===== config.mk =====
export PLATFORM = sky130hd
export DESIGN_NAME = seq_det_scheduler_flat
export DESIGN_NICKNAME = d
export VERILOG_FILES = /design/src/rtl/seq_det_pkg.sv /design/src/rtl/seq_det_scheduler_if.sv /design/src/rtl/seq_det_serializer.sv /design/src/rtl/seq_det_scheduler.sv /design/src/flat_wrapper.sv
export SDC_FILE = /design/constraint.sdc
export NUM_CORES = 1
export LEC_CHECK = 0
export CAP_MARGIN = 5
export CORE_MARGIN = 2
export CORE_UTILIZATION = 44
export DETAILED_ROUTE_END_ITERATION = 10
export PLACE_DENSITY = 0.74
export SLEW_MARGIN = 20
export SYNTH_ARGS = -nofsm -noshare
export SYNTH_HDL_FRONTEND = slang
export SYNTH_SLANG_ARGS = --single-unit

===== constraint.sdc =====
create_clock -name clk -period 1.55 [get_ports clk]
set_input_delay 0.31 -clock clk [delete_from_list [all_inputs] [get_ports clk]]
set_output_delay 0.31 -clock clk [all_outputs]
set_load 0.05 [all_outputs]

===== src/rtl/seq_det_pkg.sv =====
// Shared types and constants for the sequence-detector front end.
// det_y bit i flags pattern i: y000 is bit 0, y111 is bit 7.
package seq_det_pkg;

  typedef enum logic [2:0] {
    IDLE,
    CLEAR,
    SHIFT,
    DRAIN,
    DONE
  } state_t;

  localparam int YW = 8;

  localparam logic [2:0] PAT_000 = 3'd0;
  localparam logic [2:0] PAT_001 = 3'd1;
  localparam logic [2:0] PAT_010 = 3'd2;
  localparam logic [2:0] PAT_011 = 3'd3;
  localparam logic [2:0] PAT_100 = 3'd4;
  localparam logic [2:0] PAT_101 = 3'd5;
  localparam logic [2:0] PAT_110 = 3'd6;
  localparam logic [2:0] PAT_111 = 3'd7;

  function automatic logic pat_flag(
    input logic [YW-1:0] y,
    input logic [2:0]    p
  );
    return y[p];
  endfunction

endpackage


===== src/rtl/seq_det_scheduler_if.sv =====
// Word-in / result-out valid/ready bundle.
// master drives words and takes results; slave is the scheduler.
interface seq_det_scheduler_if #(
  parameter int W = 8
);
  localparam int CW = $clog2(W + 1);
  localparam int PW = $clog2(W);

  logic          in_valid;
  logic          in_ready;
  logic [W-1:0]  in_data;
  logic [2:0]    in_pat;
  logic          out_valid;
  logic          out_ready;
  logic [CW-1:0] out_count;
  logic          out_hit;
  logic [PW-1:0] out_first;

  modport master (
    output in_valid, in_data, in_pat, out_ready,
    input  in_ready, out_valid, out_count,
    input  out_hit, out_first
  );

  modport slave (
    input  in_valid, in_data, in_pat, out_ready,
    output in_ready, out_valid, out_count,
    output out_hit, out_first
  );

endinterface


===== src/rtl/seq_det_serializer.sv =====
// MSB-first serializer feeding the detector's serial input.
// act/k mark which bit index det_x currently carries.
module seq_det_serializer #(
  parameter  int W  = 8,
  localparam int PW = $clog2(W)
) (
  input  logic          clk,
  input  logic          reset,
  input  logic          load,
  input  logic [W-1:0]  data,
  input  logic          start,
  output logic          det_x,
  output logic          act,
  output logic [PW-1:0] k,
  output logic          last
);

  logic [W-1:0] sreg;

  assign last = act && (k == PW'(W - 1));

  // load the word, then present one bit per cycle on a registered det_x
  always_ff @(posedge clk or negedge reset) begin
    if (!reset) begin
      sreg  <= '0;
      k     <= '0;
      act   <= 1'b0;
      det_x <= 1'b0;
    end else if (load) begin
      sreg  <= data;
      k     <= '0;
      act   <= 1'b0;
      det_x <= 1'b0;
    end else if (start) begin
      det_x <= sreg[W-1];
      sreg  <= {sreg[W-2:0], 1'b0};
      act   <= 1'b1;
      k     <= '0;
    end else if (act) begin
      if (last) begin
        act   <= 1'b0;
        det_x <= 1'b0;
      end else begin
        k     <= k + 1'b1;
        det_x <= sreg[W-1];
        sreg  <= {sreg[W-2:0], 1'b0};
      end
    end
  end

endmodule


===== src/rtl/seq_det_scheduler.sv =====
// Front-end scheduler: clear, serialize, count hits, return result.
// Optional SEQ_DET_STATS_EN adds saturating word/hit statistics.
module seq_det_scheduler
  import seq_det_pkg::*;
#(
  parameter  int W       = 8,
  parameter  int DET_LAT = 1,
  localparam int CW      = $clog2(W + 1),
  localparam int PW      = $clog2(W)
) (
  input  logic              clk,
  input  logic              reset,
  seq_det_scheduler_if.slave bus,
  output logic              det_x,
  output logic              det_clr,
  input  logic [YW-1:0]     det_y
`ifdef SEQ_DET_STATS_EN
  ,
  output logic [15:0]       stat_words,
  output logic [15:0]       stat_hits
`endif
);

  localparam int DW = (DET_LAT > 1) ? $clog2(DET_LAT) : 1;

  state_t        state_q, state_n;
  logic          rdy_q, clr_q, ov_q;
  logic          accept, start, act, last, samp;
  logic [PW-1:0] k;
  logic [DW-1:0] dcnt;
  logic [2:0]    pat_q;
  logic [CW-1:0] cnt;
  logic          hit;
  logic [PW-1:0] first;

  logic [DET_LAT-1:0] pv;
  logic [PW-1:0]      pk [DET_LAT];

  assign accept = (state_q == IDLE) && bus.in_valid && rdy_q;
  assign start  = (state_q == CLEAR);

  seq_det_serializer #(.W(W)) u_ser (
    .clk   (clk),
    .reset (reset),
    .load  (accept),
    .data  (bus.in_data),
    .start (start),
    .det_x (det_x),
    .act   (act),
    .k     (k),
    .last  (last)
  );

  // state register
  always_ff @(posedge clk or negedge reset) begin
    if (!reset) state_q <= IDLE;
    else        state_q <= state_n;
  end

  // next-state decode
  always_comb begin
    state_n = state_q;
    unique case (state_q)
      IDLE:  if (accept) state_n = CLEAR;
      CLEAR: state_n = SHIFT;
      SHIFT: if (last) state_n = DRAIN;
      DRAIN: if (dcnt == DW'(DET_LAT - 1)) state_n = DONE;
      DONE:  if (bus.out_ready) state_n = IDLE;
      default: state_n = IDLE;
    endcase
  end

  // handshake and clear outputs registered from the next state
  always_ff @(posedge clk or negedge reset) begin
    if (!reset) begin
      rdy_q <= 1'b0;
      clr_q <= 1'b0;
      ov_q  <= 1'b0;
    end else begin
      rdy_q <= (state_n == IDLE);
      clr_q <= (state_n == CLEAR);
      ov_q  <= (state_n == DONE);
    end
  end

  // drain timer waits out the detector latency
  always_ff @(posedge clk or negedge reset) begin
    if (!reset)                dcnt <= '0;
    else if (state_q != DRAIN) dcnt <= '0;
    else                       dcnt <= dcnt + 1'b1;
  end

  // {valid, k} delayed to line up with det_y
  always_ff @(posedge clk or negedge reset) begin
    if (!reset) begin
      pv <= '0;
      for (int i = 0; i < DET_LAT; i++) pk[i] <= '0;
    end else begin
      pv[0] <= act;
      pk[0] <= k;
      for (int i = 1; i < DET_LAT; i++) begin
        pv[i] <= pv[i-1];
        pk[i] <= pk[i-1];
      end
    end
  end

  // first two bits after clear lack a full 3-bit history
  assign samp = pv[DET_LAT-1]
             && (pk[DET_LAT-1] >= PW'(2))
             && pat_flag(det_y, pat_q);

  // per-word match count and first-hit position
  always_ff @(posedge clk or negedge reset) begin
    if (!reset) begin
      pat_q <= '0;
      cnt   <= '0;
      hit   <= 1'b0;
      first <= '0;
    end else if (accept) begin
      pat_q <= bus.in_pat;
      cnt   <= '0;
      hit   <= 1'b0;
      first <= '0;
    end else if (samp) begin
      cnt <= cnt + 1'b1;
      if (!hit) begin
        hit   <= 1'b1;
        first <= pk[DET_LAT-1];
      end
    end
  end

  assign det_clr       = clr_q;
  assign bus.in_ready  = rdy_q;
  assign bus.out_valid = ov_q;
  assign bus.out_count = cnt;
  assign bus.out_hit   = hit;
  assign bus.out_first = first;

`ifdef SEQ_DET_STATS_EN
  logic [15:0] words_q, hits_q;
  logic [16:0] hsum;

  assign hsum = {1'b0, hits_q} + 17'(cnt);

  // saturating totals, bumped on each delivered result
  always_ff @(posedge clk or negedge reset) begin
    if (!reset) begin
      words_q <= '0;
      hits_q  <= '0;
    end else if ((state_q == DONE) && bus.out_ready) begin
      if (words_q != 16'hFFFF) words_q <= words_q + 1'b1;
      hits_q <= hsum[16] ? 16'hFFFF : hsum[15:0];
    end
  end

  assign stat_words = words_q;
  assign stat_hits  = hits_q;
`endif

endmodule


===== src/flat_wrapper.sv =====
// flat-port wrapper written by rule: the top's interface ports become plain ports
module seq_det_scheduler_flat import seq_det_pkg::*;
#(
  parameter  int W       = 8,
  parameter  int DET_LAT = 1,
  localparam int CW      = $clog2(W + 1),
  localparam int PW      = $clog2(W)
)
  (clk, reset, det_x, det_clr, det_y, bus_in_valid, bus_in_data, bus_in_pat, bus_out_ready, bus_in_ready, bus_out_valid, bus_out_count, bus_out_hit, bus_out_first);
  seq_det_scheduler_if #(.W(W)) bus_i ();
  input  logic clk;
  input  logic reset;
  output logic det_x;
  output logic det_clr;
  input  logic [YW-1:0] det_y;
  input wire logic [$bits(bus_i.in_valid)-1:0] bus_in_valid;
  input wire logic [$bits(bus_i.in_data)-1:0] bus_in_data;
  input wire logic [$bits(bus_i.in_pat)-1:0] bus_in_pat;
  input wire logic [$bits(bus_i.out_ready)-1:0] bus_out_ready;
  output wire logic [$bits(bus_i.in_ready)-1:0] bus_in_ready;
  output wire logic [$bits(bus_i.out_valid)-1:0] bus_out_valid;
  output wire logic [$bits(bus_i.out_count)-1:0] bus_out_count;
  output wire logic [$bits(bus_i.out_hit)-1:0] bus_out_hit;
  output wire logic [$bits(bus_i.out_first)-1:0] bus_out_first;
  assign bus_i.in_valid = bus_in_valid;
  assign bus_i.in_data = bus_in_data;
  assign bus_i.in_pat = bus_in_pat;
  assign bus_i.out_ready = bus_out_ready;
  assign bus_in_ready = bus_i.in_ready;
  assign bus_out_valid = bus_i.out_valid;
  assign bus_out_count = bus_i.out_count;
  assign bus_out_hit = bus_i.out_hit;
  assign bus_out_first = bus_i.out_first;
  seq_det_scheduler #(.W(W), .DET_LAT(DET_LAT)) u_core (.clk(clk), .reset(reset), .bus(bus_i), .det_x(det_x), .det_clr(det_clr), .det_y(det_y));
endmodule

## Word level (Yosys, flattened, before mapping)

Index checks and enable logic that the tools add are counted.
W data, S select, Z words.

- Register bits: 35
- Output and inout port bits: 12
- Logic and storage cells: 72

- $add $sub $neg: 3
- $lt $le $gt $ge: 2
- Equal/unequal tests: 10
- Multiplexer cells: 31
- Reduce and logical (&&, ||, !) cells: 11

Operator list:

| operator | count |
|---|---|
| $mux W3 | 11 |
| $mux W8 | 4 |
| $pmux W3 S5 | 1 |
| $mux W1 | 12 |
| $eq A3 B3 Y1 const B | 3 |
| $mux W4 | 2 |
| $eq A3 B1 Y1 const B | 2 |
| $eq A3 B2 Y1 const B | 2 |
| $logic_not A3 Y1 | 2 |
| $logic_and A1 B1 Y1 | 5 |
| $add A4 B1 Y4 const B | 1 |
| $lt A3 B4 Y1 const B | 1 |
| $reduce_and A2 Y1 | 2 |
| $add A3 B1 Y3 const B | 1 |
| $bmux W1 S3 | 1 |
| $ge A3 B2 Y1 const B | 1 |
| $ne A3 B1 Y1 const B | 1 |
| $ne A3 B2 Y1 const B | 1 |
| $reduce_bool A3 Y1 | 1 |
| $ne A2 B1 Y1 const B | 1 |
| $reduce_bool A2 Y1 | 1 |
| $add A1 B1 Y1 const B | 1 |

## Depth between registers and ports, before layout

Gate-level depths: netlist (run 1).

- Depth after elaboration: 6
- Mapped depth: 7
- Gate-level depth less buffers: 6

## Modules after synthesis

Synthesis (run 1) repeated with hierarchy kept, for this count alone.

- Cell total of the unflattened synthesis: 131
- Area total of the unflattened synthesis: 1,671.6 sq um

By module, submodules not included:

| module | instances | cells each | area an instance (sq um) | sequential area each (sq um) |
|---|---|---|---|---|
| seq_det_scheduler | 1 | 82 | 1,009.7 | 550.5 |
| seq_det_serializer | 1 | 49 | 661.9 | 325.3 |

## Worst setup path after synthesis (run 1)

Ideal clock, no wire load.

- Path kind: flip-flop to flip-flop
- Start: register u_core.u_ser.k[0]
- End: register u_core.u_ser.sreg[5]
- Arrival time: 1.508 ns
- Required time: 1.414 ns
- Slack: -0.094 ns
- Stages on the path, launching flop included: 8
- Clock period less this slack: 1.644 ns
- Cells stage by stage: dfrtp_1 ha_1 ha_1 nor2b_1 nor2_1 buf_2 mux2i_1 o21ai_0

- Cells in the longest elaborated chain, start to end: 4

RTL lines:

| item | line | text |
|---|---|---|
| start: declaration | seq_det_serializer.sv:14 | `output logic [PW-1:0] k,` |
| start signal: assignment | seq_det_serializer.sv:44 | `k <= k + 1'b1;` |
| $eq A3 B3 Y1 | seq_det_serializer.sv:20 | `assign last = act && (k == PW'(W - 1));` |
| $logic_and A1 B1 Y1 | seq_det_serializer.sv:20 |  |
| $ne A3 B1 Y1 (no source line) | - |  |
| $reduce_and A2 Y1 (no source line) | - |  |
| end signal: assignment | seq_det_serializer.sv:30 | `sreg <= data;` |
| end signal: assignment | seq_det_serializer.sv:36 | `sreg <= {sreg[W-2:0], 1'b0};` |
| end signal: assignment | seq_det_serializer.sv:46 | `sreg <= {sreg[W-2:0], 1'b0};` |
| end: declaration | seq_det_serializer.sv:18 | `logic [W-1:0] sreg;` |

Every way passes these cells.
A chain may end at the register's enable or synchronous reset.

## Final worst setup path (run 1)

- Start: register u_core.pat_q[1]
- End: register u_core.cnt[2] (netlist: u_core.bus.out_count[2])

- Cells in the longest elaborated chain, start to end: 4

RTL lines:

| item | line | text |
|---|---|---|
| start: declaration | seq_det_scheduler.sv:31 | `logic [2:0] pat_q;` |
| start signal: assignment | seq_det_scheduler.sv:121 | `pat_q <= bus.in_pat;` |
| $bmux W1 S3 | seq_det_pkg.sv:28 | `return y[p];` |
| $mux W1 (implied by the code) | seq_det_pkg.sv:28 |  |
| $logic_and A1 B1 Y1 | seq_det_scheduler.sv:111 | `&& pat_flag(det_y, pat_q);` |
| $reduce_bool A2 Y1 (no source line) | - |  |
| end signal: assignment | seq_det_scheduler.sv:126 | `cnt <= cnt + 1'b1;` |
| end: declaration | seq_det_scheduler.sv:32 | `logic [CW-1:0] cnt;` |

Every way passes these cells. The select of a mux whose other input is x is not followed.

==> run summary, run 1 <==
status = finished with violations
failing checks = setup timing
layout cells sized above 1 = 23.0%
clk_skew = 12.8 ps
Worst Setup SP = u_core.pat_q[1]
placed cell count = 229
fin cells = 237
Yosys reg bits = 35
Worst Hold Class = input port to async pin
grt peak-use layer = met2
fin crit period = 1580 ps
Synth warnings = 0
EDFF count, synth = 0
Worst-Margin Slew = 380 ps
die height = 64.3 µm
Max clock buf depth = 2
antenna viol nets, final = 0
Main synth FF type = dfrtp_1
synthesis-to-layout area growth = 42.5%
Final WS setup = -34.6 ps
Total GRT Usage = 16.4%
Die Width = 64.3 µm
Routed WL = 3.09 mm
Syn Inst Count = 145
Post-synth ARST share = 100%
Post-Syn Nets = 171
core area = 0.00342 mm²
unique cell type count in the Yosys netlist = 30
met3 Usage GRT = 3.87%
first-pass GRT wire length = 5.24 mm
htree depth = 2
vias in the first global route = 1205
initial antenna violation count = 0
Reg-to-Reg Start = u_core.pat_q[1]
top post-synthesis cells by area = dfrtp_1 (55%), mux2i_1 (11%), nand2_1 (7.3%), o21ai_0 (2.8%), ha_1 (2.3%)
initial core utilization = 46.8%
Iteration-0 DRC Markers = 73
wire per inst = 13.0 µm
final worst-path cycle share = 102%
CTS sink count = 35
number of max-cap violations = 0
# IOs = 35
Seq. cell area = 877 µm²
Detailed Routing Iterations Pass 1 = 4
Leakage = 1.05 nW
# rows = 21
GRT Residual Overflow = 0
Final Hold Vio Count = 0
critical path arrival = 1850 ps
synthesized cell area = 0.00160 mm²
crit path max fanout = 5
top-area cell type share of the netlist area = 54.8%
Setup Crit Path Kind = flop to flop
M1 GR Usage = 19.6%
Via density = 5.08
worst relative slew slack = 74.4%
fin. max-slew vios = 0
port buffer count = 34
Placer Congestion = 0.750
Final #Nets = 217
fillers = 273
crit start category = flop
worst hold slack = 337 ps
power per cell area = 1830 mW/mm²
CTS tree = done
largest net degree at the start of global routing = 36
area leader, netlist = dfrtp_1
die footprint = 0.00413 mm²
diode count = 0
Peak VDD IR = 0.00115 V
RSZ-0062 raised after global routing = true
root buffer cell = clkbuf_4
DRC violations left = 0
hold_buf cts = 0
syn_area_per_cell = 11.0 µm²
most frequent cells after synthesis = dfrtp_1 (35), nand2_1 (31), mux2i_1 (17), o21ai_0 (9), nand2b_1 (5)
sequential fraction of the synthesis area = 54.8%
multi-input logic area = 719 µm²
clk slew on worst S/H paths = 100 ps
WP data required = 1810 ps
cts bufs inserted = 5
vias = 1205
CP endpoint kind = flop
grt met2 use = 28.0%
most numerous cell in the Yosys netlist = dfrtp_1
Max Clk Rate = 0.631 GHz
clk_lat worst skew = 330 ps
Tot Pwr = 0.00416 W
DP Wirelength = 2.20 mm
final setup vio count = 1
[logic make-up after synthesis]
group           after synthesis  share of synthesized area [%]
simple gates                 61                           19.9
flops                        35                           54.8
compound gates               18                           8.38
mux                          18                           11.4
buf+inv                       9                           2.66
fa+ha+maj                     3                           2.35
xor+xnor                      1                          0.548
[through the flow]
| stage | area, µm² | TNS [ps] | utilization, % | worst slack, ps |
|---|---|---|---|---|
| 6_report | 2280 | -34.6 | 66.7 | -34.6 |
| 5_1_grt | 2280 | -457 | 66.7 | -85.9 |
| 4_1_cts | 2240 | -4.10 | 65.7 | -4.10 |
| 3_5_place_dp | 2180 | -1870 | 63.7 | -295 |
| 3_3_place_gp | 2180 | -1530 | 63.7 | -221 |
| 2_1_floorplan | 1610 | 0 | - | 8.31 |
[cells in the final DEF (no fill, tap or decap), types with 2 or more instances in the layout]
| master | netlist | layout |
|---|---|---|
| dfrtp_1 | 35 | 34 |
| nand2_1 | 31 | 31 |
| clkdlybuf4s50_1 | 0 | 22 |
| mux2i_1 | 17 | 17 |
| buf_12 | 0 | 13 |
| buf_4 | 1 | 10 |
| nand2b_1 | 5 | 5 |
| o21ai_0 | 9 | 5 |
| clkbuf_4 | 0 | 5 |
| a21oi_1 | 4 | 4 |
| nand3_1 | 4 | 4 |
| o21ai_1 | 0 | 4 |
| nor3_1 | 3 | 3 |
| inv_1 | 3 | 3 |
| and3b_1 | 2 | 2 |
| nor3b_1 | 2 | 2 |
| a31o_2 | 2 | 2 |
| nor2_1 | 4 | 2 |
| ha_1 | 3 | 2 |
[critical path, cell delays in order (launching register included)]
cell,delay [ps]
dfrtp_2,470
mux2i_1,150
a22o_4,300
nor4_1,390
mux2i_1,220
[worst paths after layout]
check                           slack, ps  cells past startpoint                       to
worst max-delay path                  -30                      4  u_core.bus.out_count[2]
worst min-delay path                  340                      2  u_core.bus.out_count[2]
worst max register to register        -30                      4  u_core.bus.out_count[2]
worst min register to register        410                      0             u_core.pk[1]
max in group asynchronous            1010                      2          u_core.pat_q[1]
min in group clk                      410                      0             u_core.pk[1]
[timing repair]
item / 4_1_cts / 5_1_grt
pin swaps: 2 / 1
gates resized for setup: 3 / 9
endpoints found under the setup margin: 6 / 20
gates cloned: 0 / 0
setup buffers: 0 / 1
[report_power, final]
group          leakage, nW  switching [W]  internal (W)
Clock               0.0341       0.000282      0.000210
Combinational        0.557        0.00103       0.00104
Sequential           0.455       0.000334       0.00127
[registers in the layout, indices dropped and copies added, names as in the netlist, 3 cells and up]
register              count
u_core.u_ser.sreg         8
u_core.state_q            3
u_core.pk                 3
u_core.bus.out_first      3
u_core.pat_q              3
u_core.u_ser.k            3
u_core.bus.out_count      4
[final cells by class]
type | instances | share of cell area [%]
multi-input cells | 101 | 31.6
clock inverters | 1 | 0.220
repair buffers | 45 | 24.4
well taps | 46 | 2.53
clock buffers | 6 | 2.25
inverters | 3 | 0.495
flip-flops and latches | 35 | 38.5
[layer usage]
| metal | wire length [µm] | part of all wire, % |
|---|---|---|
| met2 | 1570 | 51 |
| met3 | 175 | 5.7 |
| met4 | 29 | 0.94 |
| met5 | 0 | 0 |
| met1 | 1320 | 43 |
Power figures use the tool's default switching activity.
==> run 2, diff against run 1 <==
--- a/config.mk
+++ b/config.mk
@@ -5,12 +5,14 @@
 export SDC_FILE = /design/constraint.sdc
 export NUM_CORES = 1
 export LEC_CHECK = 0
-export CAP_MARGIN = 5
+export CAP_MARGIN = 20
+export CELL_PAD_IN_SITES_DETAIL_PLACEMENT = 1
+export CELL_PAD_IN_SITES_GLOBAL_PLACEMENT = 1
 export CORE_MARGIN = 2
-export CORE_UTILIZATION = 44
+export CORE_UTILIZATION = 35
 export DETAILED_ROUTE_END_ITERATION = 10
-export PLACE_DENSITY = 0.74
-export SLEW_MARGIN = 20
+export PLACE_DENSITY_LB_ADDON = 0.1
+export SLEW_MARGIN = 25
 export SYNTH_ARGS = -nofsm -noshare
 export SYNTH_HDL_FRONTEND = slang
 export SYNTH_SLANG_ARGS = --single-unit
==> run summary, run 2 (synthesis results as in run 1) <==
clk_skew = 4.53 ps (was 12.8 ps)
Final #Nets = 219 (was 217)
first-pass GRT wire length = 6.04 mm (was 5.24 mm)
wire per inst = 14.8 µm (was 13.0 µm)
Worst Hold Class = input port to async pin (unchanged)
Worst Setup SP = det_y[4] (was u_core.pat_q[1])
vias = 1227 (was 1205)
post-placement cell area = 0.00219 mm² (was 0.00218 mm²)
largest net degree at the start of global routing = 36 (unchanged)
DP Wirelength = 2.66 mm (was 2.20 mm)
Peak VDD IR = 0.000834 V (was 0.00115 V)
Max clock buf depth = 2 (unchanged)
final worst-path cycle share = 101% (was 102%)
Worst-Margin Slew = 383 ps (was 380 ps)
diode count = 0 (unchanged)
clk_lat worst skew = 280 ps (was 330 ps)
vias in the first global route = 1264 (was 1205)
Final WS setup = -20.4 ps (was -34.6 ps)
number of flip-flops in the largest register = 8 (unchanged)
root buffer cell = clkbuf_8 (was clkbuf_4)
core area = 0.00438 mm² (was 0.00342 mm²)
fin. max-slew vios = 0 (unchanged)
Iteration-0 DRC Markers = 53 (was 73)
multi-input logic area = 752 µm² (was 719 µm²)
fillers = 457 (was 273)
initial antenna violation count = 0 (unchanged)
die height = 71.6 µm (was 64.3 µm)
Routed WL = 3.65 mm (was 3.09 mm)
Max stage delay on crit path = 490 ps (was 470 ps)
antenna viol nets, final = 0 (unchanged)
crit path max fanout = 4 (was 5)
port buffer count = 34 (unchanged)
synthesis-to-layout area growth = 48.2% (was 42.5%)
commonest non-fill, non-tap cell in the layout = dfrtp_1 (unchanged)
clk slew on worst S/H paths = 70 ps (was 100 ps)
Worst path slowest cell = clkdlybuf4s50_1 (was dfrtp_2)
WP data required = 1750 ps (was 1810 ps)
# IOs = 35 (unchanged)
fin crit period = 1570 ps (was 1580 ps)
die footprint = 0.00512 mm² (was 0.00413 mm²)
GRT Residual Overflow = 0 (unchanged)
Setup Crit Path Kind = input port to flop (was flop to flop)
# rows = 24 (was 21)
Reg-to-Reg Start = u_core.pat_q[1] (unchanged)
cts bufs inserted = 5 (unchanged)
htree depth = 2 (unchanged)
initial core utilization = 36.4% (was 46.8%)
crit start category = input port (was flop)
Total GRT Usage = 15.5% (was 16.4%)
power per cell area = 1900 mW/mm² (was 1830 mW/mm²)
WP buf/inv = 1 (was 0)
commonest cells after routing, fill and taps aside = dfrtp_1 (34), nand2_1 (31), clkdlybuf4s50_1 (22) (unchanged)
number of max-cap violations = 0 (unchanged)
Placer Congestion = 0.745 (was 0.750)
Max Clk Rate = 0.637 GHz (was 0.631 GHz)
Leakage = 1.07 nW (was 1.05 nW)
Seq. cell area = 877 µm² (unchanged)
fin cells = 246 (was 237)
status = finished with violations (unchanged)
Most flops, register = u_core.u_ser.sreg (unchanged)
Die Width = 71.6 µm (was 64.3 µm)
setup TNS = -26.7 ps (was -34.6 ps)
cell family with most CP delay = buffers and inverters (was flip-flops)
CTS tree = done (unchanged)
DRC violations left = 0 (unchanged)
failing checks = setup timing (unchanged)
CTS sink count = 35 (unchanged)
final setup vio count = 2 (was 1)
Detailed Routing Iterations Pass 1 = 4 (unchanged)
RSZ-0062 raised after global routing = true (unchanged)
critical path arrival = 1770 ps (was 1850 ps)
layout cells sized above 1 = 24.7% (was 23.0%)
Via density = 4.99 (was 5.08)
placed cell count = 236 (was 229)
Final Hold Vio Count = 0 (unchanged)
worst relative slew slack = 74.4% (about the same)
design area = 0.00237 mm² (was 0.00228 mm²)
CP endpoint kind = flop (unchanged)
crit-path cells = clkdlybuf4s50_1 > mux2_4 > o221ai_4 > nor4_4 > mux2i_1 (was mux2i_1 > a22o_4 > nor4_1 > mux2i_1)
## run 2: worst register-to-register path, cell delays in order (launching register included)
cell      delay, ps
dfrtp_2         460
mux2_4          240
o221ai_4        140
nor4_4          410
mux2i_1         250
## run 2: path summary, 6_finish.rpt
kind	slack, ps	cells after the start	to
hold / removal	400	2	u_core.bus.out_hit
hold reg to reg	470	0	u_core.pk[2]
setup / recovery	-20	5	u_core.bus.out_first[2]
min in group clk	470	0	u_core.pk[2]
max in group asynchronous	950	2	u_core.pat_q[1]
setup reg to reg	-20	4	u_core.bus.out_first[2]
## run 2: stage by stage
step | setup WS (ps) | util (%) | hold WS [ps] | total power, W
2_1_floorplan | 8.31 | - | 14.4 | 0.00276
3_3_place_gp | -222 | 50.0 | 399 | 0.00356
3_5_place_dp | -322 | 50.0 | 403 | 0.00368
4_1_cts | -18.6 | 52.7 | 413 | 0.00445
5_1_grt | -84.6 | 54.0 | 412 | 0.00482
6_report | -20.4 | 54.0 | 403 | 0.00449
## run 2: timing repair
| item | 4_1_cts | 5_1_grt |
|---|---|---|
| gates cloned | 0 | 1 |
| gates resized for setup | 6 | 9 |
| hold buffers | 0 | 0 |
| endpoints found under the hold margin | 0 | 0 |
| buffers inserted | 0 | 2 |
| pin swaps | 3 | 2 |
| setup endpoints to repair | 16 | 17 |
## run 2: cell type report
type	instances	area share, %
clock buffers	8	4.23
repair buffers	46	23.8
well taps	52	2.75
inverters	3	0.475
multi-input cells	102	31.7
flip-flops and latches	35	37.0
## run 2: power by group
group	switching (W)	internal, W	total, W
logic	0.00111	0.00107	0.00218
clock network	0.000303	0.000405	0.000708
registers	0.000335	0.00127	0.00161
## run 2: per-layer routing
| layer | global-route usage (%) | wire (µm) | up-vias |
|---|---|---|---|
| met5 | 0 | 0 | - |
| met4 | 5.03 | 44 | 0 |
| met3 | 3.80 | 188 | 6 |
| met2 | 27.4 | 1960 | 32 |
| met1 | 18.5 | 1460 | 592 |
| li1 | - | - | 597 |
